## config.mk

```make
export PLATFORM = sky130hd
export DESIGN_NAME = pipe_hazard_ctrl
export DESIGN_NICKNAME = d
export VERILOG_FILES = /design/src/rtl/pipe_hazard_ctrl.sv
export SDC_FILE = /design/constraint.sdc
export NUM_CORES = 1
export LEC_CHECK = 0
export BUFFER_PORTS_ARGS = -buffer_cell sky130_fd_sc_hd__buf_2
export CAP_MARGIN = 20
export CELL_PAD_IN_SITES_DETAIL_PLACEMENT = 0
export CELL_PAD_IN_SITES_GLOBAL_PLACEMENT = 1
export CORE_MARGIN = 8
export CORE_UTILIZATION = 38
export DETAILED_ROUTE_END_ITERATION = 12
export PLACE_DENSITY_LB_ADDON = 0.1
export SYNTH_ARGS = -nofsm -noshare
export SYNTH_HDL_FRONTEND = slang
export SYNTH_SLANG_ARGS = --single-unit
```

## constraint.sdc

```tcl
create_clock -name clk_i -period 3.45 [get_ports clk_i]
set_input_delay 0.69 -clock clk_i [delete_from_list [all_inputs] [get_ports clk_i]]
set_output_delay 0.69 -clock clk_i [all_outputs]
set_load 0.01 [all_outputs]
```

## src/rtl/pipe_hazard_ctrl.sv

```systemverilog
// pipe_hazard_ctrl
//
// Hazard and forwarding controller for the in-order RV pipeline. It keeps a small scoreboard
// (valid / rd / rf write-enable / load flag) for the NBACK stages behind decode. Stage 0 is E,
// stage NBACK-1 is W, and stage k sits k+1 stages behind decode. From that scoreboard it produces:
//   - load-use and branch-operand stalls, plus bubble insertion into stage 0;
//   - squash of the decode instruction on a redirect (flush);
//   - youngest-wins forwarding selects for the decode (branch compare) and execute operands.
// The block sits beside the stage registers and owns no datapath.
//
// Optional feature: define HAZ_PERF_EN to build the stall/flush performance counters. Without
// it, stall_cnt_o and flush_cnt_o are tied to zero.
//
// Parameters
//   NBACK   stages tracked after decode (>= 2)
//   REGA    register address width
//   LD_RDY  first stage index whose load result can be forwarded (1..NBACK-1)
//   SELW    forwarding select width, derived from NBACK
//
// Ports
//   clk_i                   rising-edge clock
//   rst_i                   synchronous active-high reset
//   ex_stall_i              external freeze: scoreboard holds and no bubble is inserted
//   flush_i                 redirect: squash the instruction currently in decode
//   d_valid_i               decode holds a real instruction
//   d_rs1a_i / d_rs2a_i     decode source register addresses
//   d_use1_i / d_use2_i     source is actually read
//   d_branch_i              decode instruction consumes its operands in decode (branch/jalr)
//   d_rda_i, d_rfwe_i       decode destination register and its write enable
//   d_load_i                decode instruction is a load
//   hz_stall_o              hold PC and the F/D register (combinational)
//   fd_hold_o               hz_stall_o | ex_stall_i
//   d_fwd1_o / d_fwd2_o     decode operand select: 0 = regfile, j = stage j result
//   e_fwd1_o / e_fwd2_o     execute operand select: 0 = regfile/latched, j = stage j result
//   e_valid_o               stage 0 holds a real instruction
//   stall_cnt_o             hazard-stall cycle count (HAZ_PERF_EN only)
//   flush_cnt_o             flush count (HAZ_PERF_EN only)

module pipe_hazard_ctrl #(
  parameter int unsigned NBACK  = 3,
  parameter int unsigned REGA   = 5,
  parameter int unsigned LD_RDY = 2,
  localparam int unsigned SELW  = $clog2(NBACK)
) (
  input  logic            clk_i,
  input  logic            rst_i,
  input  logic            ex_stall_i,
  input  logic            flush_i,
  input  logic            d_valid_i,
  input  logic [REGA-1:0] d_rs1a_i,
  input  logic [REGA-1:0] d_rs2a_i,
  input  logic            d_use1_i,
  input  logic            d_use2_i,
  input  logic            d_branch_i,
  input  logic [REGA-1:0] d_rda_i,
  input  logic            d_rfwe_i,
  input  logic            d_load_i,
  output logic            hz_stall_o,
  output logic            fd_hold_o,
  output logic [SELW-1:0] d_fwd1_o,
  output logic [SELW-1:0] d_fwd2_o,
  output logic [SELW-1:0] e_fwd1_o,
  output logic [SELW-1:0] e_fwd2_o,
  output logic            e_valid_o,
  output logic [31:0]     stall_cnt_o,
  output logic [31:0]     flush_cnt_o
);

  // ---------------------------------------------------------------------------------------------
  // Scoreboard state, one entry per stage behind decode
  // ---------------------------------------------------------------------------------------------
  logic [NBACK-1:0] vld_q, vld_d;
  logic [NBACK-1:0] rfwe_q, rfwe_d;
  logic [NBACK-1:0] ld_q, ld_d;
  logic [REGA-1:0]  rda_q [NBACK];
  logic [REGA-1:0]  rda_d [NBACK];

  // Source operands of the instruction in stage 0; they drive the execute forwarding selects.
  logic [REGA-1:0]  e_rs1_q, e_rs1_d;
  logic [REGA-1:0]  e_rs2_q, e_rs2_d;
  logic             e_use1_q, e_use1_d;
  logic             e_use2_q, e_use2_d;

  // Per-stage producer match vectors for the decode and execute operands
  logic [NBACK-1:0] d_m1, d_m2;
  logic [NBACK-1:0] e_m1, e_m2;

  logic             raw;
  logic             ins_vld;

  // ---------------------------------------------------------------------------------------------
  // Helper functions
  // ---------------------------------------------------------------------------------------------

  // Stall needed for one operand. Only the youngest matching stage counts, so the loop scans from
  // oldest to youngest and lets the younger hit overwrite the older one. A result becomes readable
  // at ready stage R (LD_RDY for loads, 1 otherwise). A non-branch consumer reaches E one stage
  // later, so it gains one stage of slack compared with a branch consumer.
  function automatic logic op_stall(input logic [NBACK-1:0] m, input logic [NBACK-1:0] ld,
                                    input logic br);
    logic st;
    int   rdy;
    st = 1'b0;
    for (int k = int'(NBACK) - 1; k >= 0; k--) begin
      if (m[k]) begin
        rdy = ld[k] ? int'(LD_RDY) : 1;
        st  = br ? (k < rdy) : (k + 1 < rdy);
      end
    end
    return st;
  endfunction

  // Youngest matching stage among 1..NBACK-1. Stage 0 is never a forwarding source.
  function automatic logic [SELW-1:0] youngest_sel(input logic [NBACK-1:0] m);
    logic [SELW-1:0] sel;
    sel = '0;
    for (int k = int'(NBACK) - 1; k >= 1; k--) begin
      if (m[k]) sel = SELW'(k);
    end
    return sel;
  endfunction

  // ---------------------------------------------------------------------------------------------
  // Producer matching. A reference to x0 never matches.
  // ---------------------------------------------------------------------------------------------
  always_comb begin
    for (int k = 0; k < int'(NBACK); k++) begin
      d_m1[k] = vld_q[k] & rfwe_q[k] & (rda_q[k] == d_rs1a_i) & (d_rs1a_i != '0) & d_use1_i;
      d_m2[k] = vld_q[k] & rfwe_q[k] & (rda_q[k] == d_rs2a_i) & (d_rs2a_i != '0) & d_use2_i;
      e_m1[k] = vld_q[k] & rfwe_q[k] & (rda_q[k] == e_rs1_q) & (e_rs1_q != '0) & e_use1_q &
                vld_q[0];
      e_m2[k] = vld_q[k] & rfwe_q[k] & (rda_q[k] == e_rs2_q) & (e_rs2_q != '0) & e_use2_q &
                vld_q[0];
    end
  end

  // ---------------------------------------------------------------------------------------------
  // Stall, hold and forwarding outputs (all combinational from the current scoreboard)
  // ---------------------------------------------------------------------------------------------
  assign raw = op_stall(d_m1, ld_q, d_branch_i) | op_stall(d_m2, ld_q, d_branch_i);

  // Flush wins: a wrong-path instruction must not hold the front end.
  assign hz_stall_o = d_valid_i & raw & ~flush_i;
  assign fd_hold_o  = hz_stall_o | ex_stall_i;

  assign d_fwd1_o   = youngest_sel(d_m1);
  assign d_fwd2_o   = youngest_sel(d_m2);
  assign e_fwd1_o   = youngest_sel(e_m1);
  assign e_fwd2_o   = youngest_sel(e_m2);
  assign e_valid_o  = vld_q[0];

  // ---------------------------------------------------------------------------------------------
  // Scoreboard next state
  // ---------------------------------------------------------------------------------------------
  assign ins_vld = d_valid_i & ~hz_stall_o & ~flush_i;

  always_comb begin
    vld_d    = vld_q;
    rfwe_d   = rfwe_q;
    ld_d     = ld_q;
    rda_d    = rda_q;
    e_rs1_d  = e_rs1_q;
    e_rs2_d  = e_rs2_q;
    e_use1_d = e_use1_q;
    e_use2_d = e_use2_q;
    if (!ex_stall_i) begin
      for (int k = 1; k < int'(NBACK); k++) begin
        vld_d[k]  = vld_q[k-1];
        rfwe_d[k] = rfwe_q[k-1];
        ld_d[k]   = ld_q[k-1];
        rda_d[k]  = rda_q[k-1];
      end
      // Stalled, flushed or empty decode slots enter stage 0 as a fully cleared bubble.
      vld_d[0]  = ins_vld;
      rfwe_d[0] = ins_vld & d_rfwe_i;
      ld_d[0]   = ins_vld & d_load_i;
      rda_d[0]  = ins_vld ? d_rda_i : '0;
      e_rs1_d   = ins_vld ? d_rs1a_i : '0;
      e_rs2_d   = ins_vld ? d_rs2a_i : '0;
      e_use1_d  = ins_vld & d_use1_i;
      e_use2_d  = ins_vld & d_use2_i;
    end
  end

  always_ff @(posedge clk_i) begin
    if (rst_i) begin
      vld_q    <= '0;
      rfwe_q   <= '0;
      ld_q     <= '0;
      for (int k = 0; k < int'(NBACK); k++) begin
        rda_q[k] <= '0;
      end
      e_rs1_q  <= '0;
      e_rs2_q  <= '0;
      e_use1_q <= 1'b0;
      e_use2_q <= 1'b0;
    end else begin
      vld_q    <= vld_d;
      rfwe_q   <= rfwe_d;
      ld_q     <= ld_d;
      rda_q    <= rda_d;
      e_rs1_q  <= e_rs1_d;
      e_rs2_q  <= e_rs2_d;
      e_use1_q <= e_use1_d;
      e_use2_q <= e_use2_d;
    end
  end

  // ---------------------------------------------------------------------------------------------
  // Performance counters
  // ---------------------------------------------------------------------------------------------
`ifdef HAZ_PERF_EN
  logic [31:0] stall_cnt_q, stall_cnt_d;
  logic [31:0] flush_cnt_q, flush_cnt_d;

  // Only cycles lost to hazards count; cycles frozen by ex_stall are charged elsewhere.
  always_comb begin
    stall_cnt_d = stall_cnt_q;
    flush_cnt_d = flush_cnt_q;
    if (hz_stall_o && !ex_stall_i) stall_cnt_d = stall_cnt_q + 32'd1;
    if (flush_i)                   flush_cnt_d = flush_cnt_q + 32'd1;
  end

  always_ff @(posedge clk_i) begin
    if (rst_i) begin
      stall_cnt_q <= '0;
      flush_cnt_q <= '0;
    end else begin
      stall_cnt_q <= stall_cnt_d;
      flush_cnt_q <= flush_cnt_d;
    end
  end

  assign stall_cnt_o = stall_cnt_q;
  assign flush_cnt_o = flush_cnt_q;
`else
  assign stall_cnt_o = '0;
  assign flush_cnt_o = '0;
`endif

endmodule

```

After elaboration in Yosys (flattened, before gate mapping)
Cells that the tools add are included.

Register bits: 36. Output and inout bits: 75.

Order comparisons: 6. Equal/unequal tests: 10. Muxes and demuxes: 23. Bitwise gates (word level): 49. Reduce and logical (&&, ||, !) cells: 4.

Operators with widths (count): $eq A5 B5 Y1 (10); $and A1 B1 Y1 (45); $mux W2 (11); $reduce_bool A5 Y1 (4); $mux W5 (3); $mux W1 (9); $lt A1 B2 Y1 const A (3); $lt A2 B2 Y1 const A (3); $not A1 Y1 (2); $or A1 B1 Y1 (2).

Depth between registers and ports, before layout
Word-level depth: 14. Depth in mapped cells: 8.

Worst setup path before layout
No wires, ideal clock.

Path kind: input-to-output. Start point: input d_rs2a_i[1]. End point: output fd_hold_o. Arrival time: 2047 ps. Data required time: 2760 ps. Slack: 713 ps. Stages: 7. Path buffers: 1. Cell sequence: buf_2 -> or4_1 -> o21ai_2 -> or4_1 -> o22ai_2 -> a21oi_1 -> o21bai_1.

Longest elaborated chain between the ends: 11. Elaborated cells on any way between the ends: 20.

RTL lines: start, declared (RTL line 51) `input logic [REGA-1:0] d_rs2a_i,`; $eq A5 B5 Y1 (RTL line 129) `d_m2[k] = vld_q[k] & rfwe_q[k] & (rda_q[k] == d_rs2a_i) & (d_rs2a_i != '0) & d_use2_i;`; $and A1 B1 Y1 (3 in a row) (RTL line 129); $mux W1 (2 in a row) (RTL line 105) `if (m[k]) begin`; $mux W1 (*) (RTL line 105); $or A1 B1 Y1 (*) (RTL line 140) `assign raw = op_stall(d_m1, ld_q, d_branch_i) | op_stall(d_m2, ld_q, d_branch_i);`; $and A1 B1 Y1 (*) (2 in a row) (RTL line 143) `assign hz_stall_o = d_valid_i & raw & ~flush_i;`; $or A1 B1 Y1 (*) (RTL line 144) `assign fd_hold_o = hz_stall_o | ex_stall_i;`; end, declared (RTL line 59) `output logic fd_hold_o,`.

Mark *: on every way between the ends. The rest lies on a longest branch, timed or not.

Final worst setup path
Start point: input d_rs1a_i[0]. End point: output fd_hold_o.

Longest elaborated chain between the ends: 11. Elaborated cells on any way between the ends: 20.

RTL lines: start, declared (RTL line 50) `input logic [REGA-1:0] d_rs1a_i,`; $eq A5 B5 Y1 (RTL line 128) `d_m1[k] = vld_q[k] & rfwe_q[k] & (rda_q[k] == d_rs1a_i) & (d_rs1a_i != '0) & d_use1_i;`; $and A1 B1 Y1 (3 in a row) (RTL line 128); $mux W1 (2 in a row) (RTL line 105); $mux W1 (*) (RTL line 105); $or A1 B1 Y1 (*) (RTL line 140); $and A1 B1 Y1 (*) (2 in a row) (RTL line 143); $or A1 B1 Y1 (*) (RTL line 144).

Marks and branches as above.

==> tab_implementation.tex <==
\begin{tabular}{lr}
\hline
Metric & Value \\
\hline
\multicolumn{2}{l}{\textbf{Floorplanning}} \\
Core area & around 0.0062 mm\^{}2 \\
Effective utilization at floorplan & 0.386 \\
Die boundary width & between 90 and 100 um \\
Standard-cell row count & 29 \\
Area of the die & 0.00909 mm\^{}2 \\
Die height & 95.3 um \\
Ports & 100 \\
\multicolumn{2}{l}{\textbf{STA}} \\
Number of hold violations in the final report & 0 \\
RSZ-0062 raised after global routing & no \\
Post-route minimum period & 3.02 ns \\
Clock skew & between 0.004 and 0.005 ns \\
Ratio of final minimum period to clock period & 0.874 \\
Final Hold Slack & 0.478 ns \\
Final setup TNS & 0 ns \\
Setup slack of the critical path after layout & roughly 0.43 ns \\
Achievable Freq & 0.332 GHz \\
Setup violations, final & 0 \\
Number of slew-limit violations in the final report & 0 \\
\multicolumn{2}{l}{\textbf{Clock tree}} \\
Maximum root-to-sink buffer count & 2 \\
Skew-Pair Late Insertion Delay & 0.28 ns \\
Clk sink count & 35 \\
PostCTS Resize Cnt & 0 \\
Total CTS buffers & 5 \\
Root Driver & clkbuf\_8 \\
H-Tree Depth & 2 \\
Clock input transition at the sequential cells of the worst setup and hold paths & 0.07 ns \\
CTS tree & yes \\
Hold Buf Count CTS & 0 \\
Post-CTS Setup Bufs & 0 \\
\multicolumn{2}{l}{\textbf{Critical path}} \\
Cell depth of the worst setup path & 8 \\
Logic depth of the worst register-to-register path & 7 \\
Data arrival time of the critical path & 2.33 ns \\
Cells traversed along the worst timing path & buf\_2, or4\_1, o21ai\_1, nor3\_1, o22a\_1, a21oi\_1, o21bai\_1, buf\_2 \\
Worst path top cell family by delay & compound AO/OA/AOI/OAI gates \\
Type of destination of the critical path & primary output \\
Data required time of the worst path & around 2.8 ns \\
Most used cell, CP & buf\_2 \\
CP startpoint kind & primary input \\
Largest stage delay, worst path & approximately 0.53 ns \\
Critical path type & in -> out \\
Cell with the biggest individual delay on the critical path & or4\_1 \\
Total buffers and inverters traversed by the critical path & 2 \\
Critical path peak fanout & 5 \\
\multicolumn{2}{l}{\textbf{Yosys}} \\
Synth Area in XOR/XNOR & 0.183 \\
Adder-cell share of the synthesized area & 0 \\
Post-synthesis cell type count & 31 \\
Number of cells produced by synthesis & 266 \\
Post-Synthesis Mean Instance Area & 8.99 um\^{}2 \\
Cell area after synthesis & between 0.002 and 0.0025 mm\^{}2 \\
Largest family of logic cells by synthesized area & buffers and inverters \\
Mux contribution to synthesized area & 0.0628 \\
Number of warnings issued by yosys & 0 \\
Synth Register Bits & 35 \\
Seq/Total Area, Yosys & 0.293 \\
Area fraction in compound gates after synthesis & 0.104 \\
Fraction of the mapped netlist area in simple logic gates & 0.116 \\
\multicolumn{2}{l}{\textbf{Detailed routing}} \\
Total length of routed wires & a little under 6000 um \\
Routed via count divided by cell count & 4.61 \\
Total via count in the routed design & 1716 \\
DRC violation count after routing & 0 \\
Count of TritonRoute iterations in the first routing pass & 4 \\
First DRT Iteration DRCs & 81 \\
Number of nets with antenna violations after detailed routing & 0 \\
Wire per inst & 15.6 um \\
\multicolumn{2}{l}{\textbf{Finish}} \\
Layout Cell Area excl Fill & 0.00246 mm\^{}2 \\
Most frequent standard cell in the layout excluding fill and tap cells & conb\_1 \\
Non-filler cells, final & 372 \\
Fraction of final layout cells with drive strength greater than 1 & 0.180 \\
Net count, final & 319 \\
Post-layout util & 0.397 \\
Layout overhead on the synthesized area & 2.88\% \\
Number of antenna repair diodes & 0 \\
Highest-count cells in the layout ignoring fill and taps & 64 x conb\_1, 35 x dfxtp\_1, 35 x buf\_2 \\
\multicolumn{2}{l}{\textbf{Placement}} \\
Post-Place Worst Slack & about 0.43 ns \\
Count of input and output buffers & 35 \\
Final HPWL DP & around 4700 um \\
Placed Cells & 364 \\
Instance area at placement & 0.00238 mm\^{}2 \\
Final weighted congestion in routability-driven placement & 0.883 \\
\multicolumn{2}{l}{\textbf{Global route}} \\
Aggregate global-route resource usage & 0.126 \\
Number of antenna violations at the first check in global routing & 0 \\
Largest net degree at the start of global routing & 19 \\
Number of global-route vias before repair & 1706 \\
Wire length of the first global-routing pass & 8850 um \\
Total overflow reported by the global router & 0 \\
\multicolumn{2}{l}{\textbf{Power}} \\
Switching Fraction & 0.278 \\
Switching power & $\sim$0.23 mW \\
PwrDens & 336 mW/mm\^{}2 \\
Fraction of power consumed by sequential logic & 0.511 \\
Share of power burned in combinational logic & 0.149 \\
Overall power & 0.827 mW \\
Worst IR drop on VDD & 0.000138 V \\
Clock power share & 0.339 \\
Cell leakage power & 1.18 nW \\
Internal power consumption & around 0.6 mW \\
\multicolumn{2}{l}{\textbf{Run}} \\
Number of max-capacitance violations reported & 0 \\
\multicolumn{2}{l}{\textbf{Hold path}} \\
Worst min-delay path category & reg -> reg \\
Worst Hold Depth & 1 \\
\multicolumn{2}{l}{\textbf{Status}} \\
Status & finished, final reports clean \\
\hline
\end{tabular}
-- synthesized netlist by cell type, drive strengths merged --
master	instances	area share
o21bai	1	0.0031
mux2i	15	0.063
a21oi	1	0.0021
and2	1	0.0026
nand2b	1	0.0026
or3	1	0.0026
dfxtp	35	0.29
nor2b	1	0.0026
o211ai	2	0.0063
nand3	2	0.0042
nor4	6	0.016
inv	2	0.0031
o22ai	1	0.0052
clkbuf	12	0.019
nor2	16	0.025
buf	71	0.22
xnor2	30	0.11
or4	6	0.020
o22a	1	0.0037
conb	1	0.0016
a211oi	1	0.0052
o21ai	2	0.0058
xor2	20	0.073
nor3	6	0.013
nand2	1	0.0016
a21o	1	0.0031
a22o	19	0.070
nand4	10	0.026
-- power by group through the flow --
stage	sequential [mW]	combinational (mW)	clock [mW]
3_3_place_gp	0.432	0.122	0
3_5_place_dp	0.432	0.122	0
6_report	0.423	0.123	0.281
5_1_grt	0.424	0.137	0.316
2_1_floorplan	0.427	0.142	0
4_1_cts	0.423	0.122	0.296
-- cell type report --
class                           count  area (um^2)
Clock buffer                        7         76.3
Clock inverter                      1         5.00
Fill cell                         661         3740
Timing Repair Buffer               41          220
Inverter                            2         7.51
Tap cell                           77         96.3
Multi-Input combinational cell    209         1360
Sequential cell                    35          701
-- flip-flops by register name, indices dropped and copies added (netlist names) --
name and count:
e_use1_q 1, ld_q 2, rda_q 15, e_rs2_q 5
vld_q 3, rfwe_q 3, e_rs1_q 5, e_use2_q 1
-- routing by layer --
| metal | wire, um | global-route usage |
|---|---|---|
| met3 | 366 | 0.0323 |
| met4 | 121 | 0.0468 |
| met5 | 0 | 0 |
| met2 | 2790 | 0.203 |
| met1 | 2520 | 0.159 |
-- kinds of logic (layout without fill, tap and decap cells) --
logic type | Yosys count | in the layout
xor gates and xnor gates | 50 | 50
muxes | 15 | 15
DFF | 35 | 35
and+or+nand+nor | 51 | 51
AOI/OAI and AO/OA | 29 | 29
other | 1 | 64
buffers and inverters | 85 | 51
-- worst paths after layout --
path | start | endpoint | slack [ns]
hold reg to reg | e_use2_q$_SDFFE_PP0N_ | e_use2_q$_SDFFE_PP0N_ | 0.48
setup / recovery | d_rs1a_i[0] | fd_hold_o | 0.43
setup reg to reg | rda_q[9]$_SDFFE_PP0N_ | e_rs2_q[4]$_SDFFE_PP0N_ | 1.20
hold / removal | e_use2_q$_SDFFE_PP0N_ | e_use2_q$_SDFFE_PP0N_ | 0.48
-- worst reg2reg max path, stage by stage, from the launching register on --
cell	delay, ns
dfxtp_1	0.57
xnor2_1	0.17
nand4_1	0.16
or4_1	0.56
o22ai_2	0.18
a211oi_2	0.10
buf_4	0.19
a22o_1	0.23
(Power assumes the default switching activity.)
